### src/rtl/random_gen_pkg.sv
// random_gen shared types and default LFSR constants.
// Polynomials are Galois right-shift masks, maximal for their width.
package random_pkg;

  typedef enum logic {
    ST_WARMUP,
    ST_RUN
  } fsm_e;

  localparam logic [7:0]  POLY_8  = 8'hB8;
  localparam logic [7:0]  SEED_8  = 8'h01;
  localparam logic [15:0] POLY_16 = 16'hB400;
  localparam logic [15:0] SEED_16 = 16'hACE1;
  localparam logic [31:0] POLY_32 = 32'h8020_0003;
  localparam logic [31:0] SEED_32 = 32'h1234_5678;
  localparam logic [63:0] POLY_64 = 64'hD800_0000_0000_0000;
  localparam logic [63:0] SEED_64 = 64'h5F48_E307_FB7F_9FC8;

endpackage

### src/rtl/random_gen_if.sv
// Output handshake of random_gen.
// master drives the word, slave accepts it.
interface random_gen_if #(
  parameter int OUT_WIDTH = 32
);

  logic                 out_valid;
  logic                 out_ready;
  logic [OUT_WIDTH-1:0] out_data;

  modport master (
    output out_valid,
    output out_data,
    input  out_ready
  );

  modport slave (
    input  out_valid,
    input  out_data,
    output out_ready
  );

endinterface

### src/rtl/random_gen_lfsr_step.sv
// One combinational Galois right-shift LFSR step.
// Feedback mask is applied when the shifted-out bit is 1.
module lfsr_step #(
  parameter int               WIDTH = 8,
  parameter logic [WIDTH-1:0] POLY  = '0
) (
  input  logic [WIDTH-1:0] s_i,
  output logic [WIDTH-1:0] s_o
);

  assign s_o = (s_i >> 1) ^ (s_i[0] ? POLY : '0);

endmodule

### src/rtl/random_gen.sv
// Seedable Galois LFSR random word source with warm-up.
// State only advances in warm-up or when a word is loaded.
module random_gen
  import random_pkg::*;
#(
  parameter int               WIDTH        = 64,
  parameter int               OUT_WIDTH    = 32,
  parameter logic [WIDTH-1:0] POLY         = POLY_64,
  parameter int               STEPS        = 32,
  parameter int               WARMUP       = 16,
  parameter logic [WIDTH-1:0] DEFAULT_SEED = SEED_64
) (
  input  logic             clk,
  input  logic             rst,
  input  logic             seed_load,
  input  logic [WIDTH-1:0] seed,
  input  logic             enable,
  output logic             busy,
  output logic [31:0]      count,
  random_gen_if.master     out_if
);

  localparam int WW = $clog2(WARMUP + 1);

  fsm_e                 fsm_q, fsm_d;
  logic [WW-1:0]        warm_q, warm_d;
  logic [WIDTH-1:0]     state_q, state_d;
  logic                 valid_q, valid_d;
  logic [OUT_WIDTH-1:0] data_q, data_d;
  logic [31:0]          count_q, count_d;
  logic [WIDTH-1:0]     chain [STEPS+1];

  assign chain[0] = state_q;

  for (genvar g = 0; g < STEPS; g++) begin : g_step
    lfsr_step #(
      .WIDTH (WIDTH),
      .POLY  (POLY)
    ) u_step (
      .s_i (chain[g]),
      .s_o (chain[g+1])
    );
  end

  always_comb begin
    fsm_d   = fsm_q;
    warm_d  = warm_q;
    state_d = state_q;
    valid_d = valid_q;
    data_d  = data_q;
    count_d = count_q;
    if (seed_load) begin
      state_d = (seed == '0) ? DEFAULT_SEED : seed;
      fsm_d   = ST_WARMUP;
      warm_d  = '0;
      valid_d = 1'b0;
      count_d = '0;
    end else begin
      unique case (fsm_q)
        ST_WARMUP: begin
          state_d = chain[STEPS];
          warm_d  = warm_q + WW'(1);
          if (warm_q == WW'(WARMUP - 1)) begin
            fsm_d  = ST_RUN;
            warm_d = '0;
          end
        end
        ST_RUN: begin
          if (enable && (!valid_q || out_if.out_ready)) begin
            data_d  = state_q[OUT_WIDTH-1:0];
            state_d = chain[STEPS];
            valid_d = 1'b1;
            count_d = count_q + 32'd1;
          end else if (valid_q && out_if.out_ready) begin
            valid_d = 1'b0;
          end
        end
        default: fsm_d = ST_WARMUP;
      endcase
    end
  end

  always_ff @(posedge clk) begin
    if (rst) begin
      fsm_q   <= ST_WARMUP;
      warm_q  <= '0;
      state_q <= DEFAULT_SEED;
      valid_q <= 1'b0;
      data_q  <= '0;
      count_q <= '0;
    end else begin
      fsm_q   <= fsm_d;
      warm_q  <= warm_d;
      state_q <= state_d;
      valid_q <= valid_d;
      data_q  <= data_d;
      count_q <= count_d;
    end
  end

  assign busy             = (fsm_q == ST_WARMUP);
  assign count            = count_q;
  assign out_if.out_valid = valid_q;
  assign out_if.out_data  = data_q;

endmodule

### src/flat_wrapper.sv
// flat-port wrapper written by rule: the top's interface ports become plain ports
module random_gen_flat import random_pkg::*;
#(
  parameter int               WIDTH        = 64,
  parameter int               OUT_WIDTH    = 32,
  parameter logic [WIDTH-1:0] POLY         = POLY_64,
  parameter int               STEPS        = 32,
  parameter int               WARMUP       = 16,
  parameter logic [WIDTH-1:0] DEFAULT_SEED = SEED_64
)
  (clk, rst, seed_load, seed, enable, busy, count, out_if_out_valid, out_if_out_data, out_if_out_ready);
  random_gen_if #(.OUT_WIDTH(OUT_WIDTH)) out_if_i ();
  input  logic clk;
  input  logic rst;
  input  logic seed_load;
  input  logic [WIDTH-1:0] seed;
  input  logic enable;
  output logic busy;
  output logic [31:0] count;
  output wire logic [$bits(out_if_i.out_valid)-1:0] out_if_out_valid;
  output wire logic [$bits(out_if_i.out_data)-1:0] out_if_out_data;
  input wire logic [$bits(out_if_i.out_ready)-1:0] out_if_out_ready;
  assign out_if_out_valid = out_if_i.out_valid;
  assign out_if_out_data = out_if_i.out_data;
  assign out_if_i.out_ready = out_if_out_ready;
  random_gen #(.WIDTH(WIDTH), .OUT_WIDTH(OUT_WIDTH), .POLY(POLY), .STEPS(STEPS), .WARMUP(WARMUP), .DEFAULT_SEED(DEFAULT_SEED)) u_core (.clk(clk), .rst(rst), .seed_load(seed_load), .seed(seed), .enable(enable), .busy(busy), .count(count), .out_if(out_if_i));
endmodule
### config.mk
export PLATFORM = sky130hd
export DESIGN_NAME = random_gen_flat
export DESIGN_NICKNAME = d
export VERILOG_FILES = /design/src/rtl/random_gen_pkg.sv /design/src/rtl/random_gen_if.sv /design/src/rtl/random_gen_lfsr_step.sv /design/src/rtl/random_gen.sv /design/src/flat_wrapper.sv
export SDC_FILE = /design/constraint.sdc
export NUM_CORES = 1
export LEC_CHECK = 0
export CORE_MARGIN = 2
export CORE_UTILIZATION = 46
export CTS_CLUSTER_DIAMETER = 60
export CTS_CLUSTER_SIZE = 16
export DETAILED_ROUTE_END_ITERATION = 10
export GPL_ROUTABILITY_DRIVEN = 0
export REMOVE_ABC_BUFFERS = 1
export SYNTH_ARGS = -nofsm -noshare
export SYNTH_HDL_FRONTEND = slang
export SYNTH_HIERARCHICAL = 1
export SYNTH_SLANG_ARGS = --single-unit
### constraint.sdc
create_clock -name clk -period 10.5 [get_ports clk]
set_input_delay 1.575 -clock clk [delete_from_list [all_inputs] [get_ports clk]]
set_output_delay 1.575 -clock clk [all_outputs]
set_load 0.02 [all_outputs]
Word level (Yosys, flattened, before mapping)
Index checks and enable logic that the tools add are counted.
{"block": "word_totals", "word_cells": 95, "reg_bits": 135, "input_bits": 69, "out_inout_bits": 66}
{"block": "op_classes", "mux": 41, "eq_ne": 2, "n_bitwise": 34, "addsub": 2, "n_reduce_logical": 10}
{"op": "2-to-1 mux 64 bit", "n": 35}
{"op": "XOR 63 x 64 -> 64 bit", "n": 32}
{"op": "one-hot mux 64 bit (2 select lines)", "n": 1}
{"op": "logical NOT 64 bit", "n": 1}
{"op": "adder 32 x 1 -> 32 bit (second input constant)", "n": 1}
{"op": "adder 5 x 1 -> 5 bit (second input constant)", "n": 1}
{"op": "equality test 5 x 4 -> 1 bit (second input constant)", "n": 1}
{"op": "2-to-1 mux 5 bit", "n": 1}
{"op": "2-to-1 mux 1 bit", "n": 4}
{"op": "AND reduction 2 bit", "n": 2}
{"op": "!= test 3 bit (second input constant)", "n": 1}
{"op": "AND reduction 3 bit", "n": 1}
{"op": "logical AND 1 bit", "n": 2}
{"op": "inverter 1 bit", "n": 2}
{"op": "nonzero test 2 bit", "n": 1}
{"op": "OR reduction 2 bit", "n": 1}
{"op": "logical NOT 1 bit", "n": 1}
{"op": "logical OR 1 bit", "n": 1}

Depth between registers and ports, before layout
Gate-level depths: netlist of the first run.
{"block": "depth", "ltp_word": 67, "mapped_depth": 34, "ltp_nobuf": 5}

Modules after synthesis
The synthesis of the first run kept the hierarchy.
{"mod": "lfsr_step", "instances": 32, "cells_per_inst": 64, "area_each_um2": 484.2, "seq_area_each_um2": 0.0}
{"mod": "random_gen", "instances": 1, "cells_per_inst": 697, "area_each_um2": 6124.6, "seq_area_each_um2": 2702.6}

Worst setup path before layout of the first run
OpenSTA, ideal clock, no wires.
{"block": "synth_path", "path_type": "register to register", "startpoint": "reg u_core.state_q[0]", "endpoint": "reg u_core.state_q[32]", "setup_time_ps": 128, "arrival_ps": 4294, "required_time_ps": 10372, "period_less_slack_ps": 4422, "path_buffers": 29, "path_slack_ps": 6078, "path_stages_with_launch": 35, "path_cell_list": "dfxtp_1 -> buf_4 -> xor2_1 -> buf_4 -> xor2_1 -> xor2_1 -> buf_4 -> buf_4 -> buf_4 -> buf_4 -> buf_4 -> buf_4 -> buf_4 -> buf_4 -> buf_4 -> buf_4 -> buf_4 -> buf_4 -> buf_4 -> buf_4 -> buf_4 -> buf_4 -> buf_4 -> buf_4 -> buf_4 -> buf_4 -> buf_4 -> buf_4 -> buf_4 -> buf_4 -> buf_4 -> buf_4 -> buf_4 -> a21oi_1 -> a22oi_1"}
{"item": "start, declared", "line_no": "random_gen.sv:27", "rtl": "logic [WIDTH-1:0] state_q, state_d;"}
{"item": "start signal, assigned", "line_no": "random_gen.sv:94", "rtl": "state_q <= state_d;"}

Worst setup path in the final report of the first run
{"block": "layout_path", "startpoint": "in seed[53]", "endpoint": "reg u_core.state_q[31]"}
{"block": "layout_via", "elab_chain_cells": 3}
{"item": "start, declared", "line_no": "flat_wrapper.sv:16", "rtl": "input logic [WIDTH-1:0] seed;"}
{"item": "logical NOT 64 bit", "line_no": "random_gen.sv:53", "rtl": "state_d = (seed == '0) ? DEFAULT_SEED : seed;"}
{"item": "2-to-1 mux 64 bit", "line_no": "random_gen.sv:53"}
{"item": "2-to-1 mux 64 bit", "line_no": "random_gen.sv:52", "rtl": "if (seed_load) begin"}
Every way passes these cells.
A chain may end at the register's enable or synchronous reset.

==> results of run 1 <==
[through the flow]
stage          cells  setup WS (ns)  instance area [um2]  total power (uW)  hold slack [ns]
2_1_floorplan    731           6.08                 6690               694            0.417
3_3_place_gp    1478           6.12                 8840               766            0.434
3_5_place_dp    1478           6.17                 8840               771            0.454
4_1_cts         1510           6.61                 9420              1370            0.469
5_1_grt         1510           6.54                 9420              1420            0.478
6_report        1510           6.54                 9420              1360            0.462
[registers in the layout, indices dropped and copies added (netlist names)]
name                     flops
u_core/fsm_q                 1
u_core/out_if.out_data      32
u_core/warm_q                5
u_core/out_if.out_valid      1
u_core/count                32
u_core/state_q              64
[per-layer routing]
| metal | vias up | track usage [%] | part of all wire [%] |
|---|---|---|---|
| li1 | 3086 | - | - |
| met1 | 3067 | 13.2 | 46 |
| met2 | 265 | 14.8 | 45 |
| met3 | 19 | 2.31 | 7.5 |
| met4 | 0 | 2.89 | 1.7 |
| met5 | - | 0 | 0 |
[cells by family (layout without fill, tap and decap cells)]
| group | after synthesis | after routing | share of synthesized area (%) |
|---|---|---|---|
| compound gates | 178 | 178 | 5.06 |
| xor+xnor | 104 | 104 | 4.21 |
| fa+ha+maj | 2 | 2 | 0.116 |
| buf+inv | 2018 | 176 | 69.1 |
| flops | 135 | 135 | 12.5 |
| mux | 68 | 68 | 3.15 |
| simple gates | 240 | 240 | 5.82 |
[cells in the final DEF (no fill, tap or decap), types with 3 or more instances in the layout]
master / count
nand4_1: 9
nand2_1: 25
nor4_1: 28
o31ai_1: 11
dfxtp_1: 135
xnor2_1: 7
a21oi_1: 94
xor2_1: 97
a211oi_1: 25
clkbuf_16: 17
inv_6: 6
mux2i_1: 68
buf_4: 7
nand3_1: 15
inv_1: 3
nor3_1: 43
nor2_1: 74
or4_1: 11
and4_1: 4
a22oi_1: 39
or3_1: 13
o21ai_0: 3
clkdlybuf4s50_1: 132
clkinv_2: 3
[cell type report]
cell class                 count  area [um2]
clock inverter                14         136
tap                          607         759
timing repair buffer         140        1380
sequential                   135        2700
fill                        5115       37000
multi-input combinational    592        3990
inverter                       4        15.0
clock buffer                  18         439
[worst paths after layout]
kind	startpoint	to	slack, ns	cells after the start
setup / recovery	seed[53]	u_core/state_q[31]$_SDFFE_PP1P_	6.54	5
setup reg to reg	u_core/fsm_q$_SDFF_PP0_	u_core/count[20]$_SDFFE_PP0P_	8.32	4
hold reg to reg	u_core/warm_q[4]$_SDFFE_PP0N_	u_core/warm_q[4]$_SDFFE_PP0N_	0.46	2
hold / removal	u_core/warm_q[4]$_SDFFE_PP0N_	u_core/warm_q[4]$_SDFFE_PP0N_	0.46	2
[tightest hold or removal path, stage by stage, from the launching register on]
cell	delay (ns)
dfxtp_1	0.33
nand2_1	0.06
a31oi_1	0.03
[report_power, final]
part	leakage [uW]	internal [uW]	total (uW)	switching, uW
sequential	0.00111	540	578	37.7
clock	0.000286	339	595	256
combinational	0.00179	91.8	184	92.2
==> run summary, run 1 <==
First-pass GRT wire length: 35.8 mm
Final Skew: 0.0119 ns
Crit-path max FO: 39
Tcrit/Tclk final: 37.7%
Crit Path Class: in -> reg
Layout cells sized above 1: 5.43%
Worst hold path type: reg -> reg
Fmax: 253 MHz
Power density over the cells: 144 nW/um2
Final Critical Period: 3.96 ns
Cell taking the most area after synthesis: buf_4
Critical path's slowest cell: nor4_1
Cell family with most CP delay: simple AND/OR/NAND/NOR gates
Setup crit start kind: input pin
Vias/cell: 4.26
# DRC: 0
Synth top area share: 67.8%
Clk sinks: 135
#FFs+latches synth: 135
Asr flop ratio synth: 0%
Average size of a mapped cell: 7.88 um2
Row cnt: 79
Largest net degree at the start of global routing: 82
Most common cell in the synthesized netlist: buf_4
CTS clk-pin slew, worst paths: 0.06 ns
Status: completed
DRT iter0 DRCs: 679
Worst slew margin: 31.9%
Hold Vio Cnt, Final: 0
Setup violations, final: 0
Remaining Overflow, GRT: 0
Crit-path cells: clkdlybuf4s50_1 -> nor4_1 -> nand4_1 -> or4_4 -> a22oi_1
Area contributors post-synth: buf_4 (68%), dfxtp_1 (13%), xor2_1 (3.9%)
Via count: 6437
Cell Area, Synth: 21600 um2
Worst path required time: 10.83 ns
CTS Root Cell: clkbuf_16
Commonest cells post-synth: buf_4 (1952), dfxtp_1 (135), xor2_1 (97)
Most used DFF post-synth: dfxtp_1
Post-layout util: 20.3%
Yosys warnings: 6
Synthesized instance count: 2745
Critical path's largest stage delay: 0.87 ns
Worst vdd ir: 0.000108 V
Post-synthesis sequential area ratio: 12.5%
Core Box Area: 46500 um2
Static leakage: 0.00318 uW
CTS buffer count: 17
Distinct cell type count after synthesis: 45
Initial antenna violation count: 0
Max Slew Vio Count: 0
ANT nets after route: 0
Area delta synth->final: -56.4%
Worst-skew pair later-pin latency: 0.43 ns
Resized cells post-CTS: 0
Port Buf Inserts: 134
Vias in the first global route: 5989
Die Height: 221 um
Nets: 961
WL/cell: 15.7 um
# IOs: 135
Worst slew pin tran: 1.01 ns
Post-synth EDFFs: 0
Crit end category: flop
Total length of routed wires: 23.7 mm
WP buf/inv: 1
Arr. time, crit path: 4.29 ns
Antenna diodes: 0
Setup TNS: 0 ns
Hold-fix buffers at CTS: 0
Die width: 221 um
Gr usage total: 9.61%
Unrepaired setup endpoints after global routing: false
DP Wirelength: 16.8 mm
Postcts setup bufs: 0
Die area: 48700 um2
Drt first pass iters: 5
Max Cap Violations: 0
TritonCTS clock tree: done
H-tree level count: 4
Initial cell density of the core: 46.5%
Clk buf depth: 2
No activity file was read; power rests on OpenSTA's default activity.
==> run 2: changes to the inputs <==
Settings changed: PLACE_DENSITY set to 0.67.
Clock period 10.5 ns to 3.4 ns, I/O delays scaled along.
==> run summary, run 2 (synthesized netlist as in run 1, its figures left out) <==
M1 wire length: 10.3 mm
Drt first pass iters: 6
Worst slew pin tran: 0.825 ns
H-tree level count: 4
Wire length on met3: 1.75 mm
Arr. time, crit path: 2.91 ns
Setup slack after layout: 0.839 ns
Nets: 969
Total length of routed wires: 23.5 mm
Post-route insts no fill: 1518
Hold-fix buffers at CTS: 0
Power density over the cells: 444 nW/um2
Setup violations, final: 0
Flip-flop count of the largest register after layout: 64
CTS clk-pin slew, worst paths: 0.06 ns
Vias in the first global route: 6080
Status: completed
First-pass GRT wire length: 35.5 mm
Unrepaired setup endpoints after global routing: false
Fmax: 390 MHz
TritonCTS clock tree: done
Placed insts: 1486
Final Skew: 0.0106 ns
Net switching power: 1180 uW
Area delta synth->final: -56.0%
Combinational power share: 13.7%
Crit Path Class: in -> reg
Die area: 48700 um2
Commonest cells after routing, fill and taps aside: dfxtp_1 (135), clkdlybuf4s50_1 (132), xor2_1 (97)
Worst hold path type: reg -> reg
Setup TNS: 0 ns
Row cnt: 79
Tcrit/Tclk final: 75.3%
Switching share of power: 27.8%
Clk sinks: 135
Final Critical Period: 2.56 ns
Post-layout util: 20.5%
Die Height: 221 um
Port Buf Inserts: 134
WL/cell: 15.5 um
Hold Vio Cnt, Final: 0
CTS Root Cell: clkbuf_16
ANT nets after route: 0
DRT iter0 DRCs: 616
Worst Setup Slack post-DPL: 0.414 ns
Vias/cell: 4.32
Initial cell density of the core: 46.5%
Worst path required time: 3.75 ns
Worst slew margin: 44.5%
Gr usage total: 9.57%
Postcts setup bufs: 0
Antenna diodes: 0
Die width: 221 um
Core Box Area: 46500 um2
Setup crit start kind: input pin
Reg with most FFs: u_core/state_q
Crit-path max FO: 39
Clk buf depth: 2
Worst-skew pair later-pin latency: 0.43 ns
Clock network power share: 44.0%
Initial antenna violation count: 0
Via count: 6554
Resized cells post-CTS: 0
Flop pwr share: 42.3%
Fill cells: 5121
CTS buffer count: 17
Max Cap Violations: 0
Worst vdd ir: 0.000234 V
Crit end category: flop
Leading cell type in the layout, fill and taps excluded: dfxtp_1
Static leakage: 0.00322 uW
DP Wirelength: 16.9 mm
Largest net degree at the start of global routing: 77
Layout cells sized above 1: 5.93%
Top layer in use: met4
Int Power: 3050 uW
# DRC: 0
Routed wl met2: 10.7 mm
Max Slew Vio Count: 0
Remaining Overflow, GRT: 0
# IOs: 135
[run 2: changes by cell type in the layout (fill, tap and decap cells not counted), sizes merged]
cell	change
clkinvlp	+4
inv	-4
clkinv	-3
buf	+8
bufinv	+1
clkbuf	+2
[run 2: worst paths after layout]
path,slack [ns],from,depth (start not counted),to
max reg2reg,1.23,u_core/fsm_q$_SDFF_PP0_,4,u_core/count[16]$_SDFFE_PP0P_
max,0.84,seed[29],5,u_core/state_q[16]$_SDFFE_PP1P_
min reg2reg,0.45,u_core/warm_q[4]$_SDFFE_PP0N_,2,u_core/warm_q[4]$_SDFFE_PP0N_
min,0.45,u_core/warm_q[4]$_SDFFE_PP0N_,2,u_core/warm_q[4]$_SDFFE_PP0N_
[run 2: final cells by class]
cell class	instances	area, um2	share of cell area [%]
Clock buffer	20	437	4.59
Clock inverter	12	144	1.51
Inverter	4	15.0	0.158
Multi-Input combinational cell	592	3990	41.9
Sequential cell	135	2700	28.4
Tap cell	607	759	7.98
Timing Repair Buffer	148	1480	15.5
[run 2: power groups by stage]
stage               Sequential (uW)  Clock, uW  Combinational [uW]
global placement               1820          0                 562
finish                         1790       1860                 580
CTS                            1780       1910                 580
floorplan                      1780          0                 362
detailed placement             1820          0                 574
global route                   1800       1970                 642
[run 2: stage by stage]
step                      instance area, um2  hold WS (ns)  power [uW]
after floorplan                         6690         0.417        2140
after global placement                  8940         0.435        2380
after detailed placement                8940         0.436        2390
after CTS                               9520         0.445        4270
after global routing                    9520         0.474        4410
final                                   9520         0.448        4230
[run 2: critical path, stage by stage]
cell,delay [ns]
clkdlybuf4s50_1,0.45
nor4_1,0.74
nand4_1,0.21
or4_4,0.71
a22oi_1,0.26
[run 2: routing by layer]
metal / track usage [%] / vias to the layer above
met1: 12.5 / 3158
met5: 0 / -
met3: 2.35 / 27
li1: - / 3093
met2: 14.8 / 276
met4: 4.47 / 0
==> run 3: changes to the inputs <==
Settings changed: PLACE_DENSITY 0.67 to unset.
Clock period 3.4 ns to 2.5 ns, I/O delays scaled along.
==> run summary, run 3 (synthesized netlist as in run 1, its figures left out) <==
Status: completed
Arr. time, crit path: 2.65 ns
Worst-skew pair later-pin latency: 0.43 ns
Total length of routed wires: 24.3 mm
Max Slew Vio Count: 0
Worst hold path type: in -> reg
Leading cell type in the layout, fill and taps excluded: dfxtp_1
Tcrit/Tclk final: 92.1%
Row cnt: 79
Crit path to: u_core/state_q[54]$_SDFFE_PP1P_
ANT nets after route: 0
Worst vdd ir: 0.000358 V
Total power: 6040 uW
Clk buf depth: 2
CTS clk-pin slew, worst paths: 0.06 ns
RR Endpoint: u_core/count[21]$_SDFFE_PP0P_
# DRC: 0
Layout cells sized above 1: 9.34%
Post-layout util: 21.3%
CTS buffer count: 17
H-tree level count: 4
Reg with most FFs: u_core/state_q
Crit-path max FO: 29
CTS Root Cell: clkbuf_16
Hold-fix buffers at CTS: 0
Clk sinks: 135
Worst slew pin tran: 0.745 ns
First-pass GRT wire length: 35.9 mm
Setup violations, final: 0
Multi-input logic area: 4000 um2
Setup TNS: 0 ns
# IOs: 135
Static leakage: 0.00343 uW
Setup slack after layout: 0.197 ns
Drt first pass iters: 5
Initial cell density of the core: 46.5%
Core Box Area: 46500 um2
Port Buf Inserts: 134
Vias in the first global route: 5980
Gr usage total: 9.71%
Nets: 1000
TritonCTS clock tree: done
Initial antenna violation count: 1
Fill cells: 5097
Die Height: 221 um
Vias/cell: 4.25
Hold Vio Cnt, Final: 0
DRT iter0 DRCs: 716
Crit end category: flop
Die width: 221 um
Area delta synth->final: -54.3%
Fmax: 434 MHz
Largest net degree at the start of global routing: 136
Crit. Startpoint: seed[52]
Reg area: 2700 um2
Final Skew: 0.0171 ns
Hold depth: 3
Worst path required time: 2.85 ns
Via count: 6585
Crit Path Class: in -> reg
Setup crit start kind: input pin
Worst Setup Slack post-DPL: -0.383 ns
Max Cap Violations: 0
Postcts setup bufs: 0
DP Wirelength: 17.3 mm
Worst slew margin: 50.3%
Final Critical Period: 2.30 ns
Worst Reg-to-Reg Cells: 4
WL/cell: 15.7 um
Commonest cells after routing, fill and taps aside: dfxtp_1 (135), clkdlybuf4s50_1 (132), xor2_1 (97)
Flip-flop count of the largest register after layout: 64
Unrepaired setup endpoints after global routing: false
Die area: 48700 um2
Remaining Overflow, GRT: 0
Power density over the cells: 611 nW/um2
Worst r2r src: u_core/count[15]$_SDFFE_PP0P_
R2R Setup Slk: 0.43 ns
==> run 3: cell count changes in the layout (fill, tap and decap cells not counted), sizes merged <==
cell	change
inv	+3
bufinv	+2
buf	+31
clkinvlp	-3
diode	+1
clkbuf	-2
==> run 3: worst min path at each step <==
stage                     slack [ns]                       endpoint                          start
after floorplan                 0.42  u_core/warm_q[4]$_SDFFE_PP0N_  u_core/warm_q[4]$_SDFFE_PP0N_
after global placement          0.43  u_core/warm_q[4]$_SDFFE_PP0N_  u_core/warm_q[4]$_SDFFE_PP0N_
after detailed placement        0.45  u_core/warm_q[4]$_SDFFE_PP0N_  u_core/warm_q[4]$_SDFFE_PP0N_
after CTS                       0.40  u_core/count[31]$_SDFFE_PP0P_                            rst
after global routing            0.43  u_core/count[25]$_SDFFE_PP0P_                            rst
final                           0.41  u_core/count[25]$_SDFFE_PP0P_                            rst
==> run 3: power breakdown <==
group	internal [uW]	switching, uW	total (uW)
Combinational	416	400	816
Sequential	2270	159	2430
Clock	1700	1090	2790
Total	4390	1650	6040
==> run 3: metrics by stage <==
stage | area (um2) | std cells | hold slack (ns)
after CTS | 9860 | 1549 | 0.405
after global placement | 9230 | 1517 | 0.435
after global routing | 9870 | 1549 | 0.427
after detailed placement | 9230 | 1517 | 0.448
final | 9870 | 1550 | 0.414
after floorplan | 6690 | 731 | 0.417
==> run 3: timing repair <==
item / 4_1_cts / 5_1_grt
resized for setup: 0 / 1
setup endpoints to repair: 0 / 22
hold endpoints to repair: 0 / 0
==> run 3: worst max-delay path, stage by stage <==
cell and delay (ns):
clkdlybuf4s50_1 0.50, nor4_1 0.64, nand4_1 0.17, or4_4 0.58
buf_12 0.18, a22oi_1 0.18
==> run 3: area by class of cell <==
cell class,count,area share (%)
multi-input combinational,592,40.5
sequential,135,27.4
timing repair buffer,179,17.8
tap,607,7.69
clock buffer,18,4.35
clock inverter,14,2.13
inverter,4,0.152
antenna,1,0.0253
==> run 3: metal layers <==
layer	GRT usage [%]	wire [um]
met1	13.8	11700
met2	14.4	10600
met3	2.35	1640
met4	2.80	295
met5	0	0
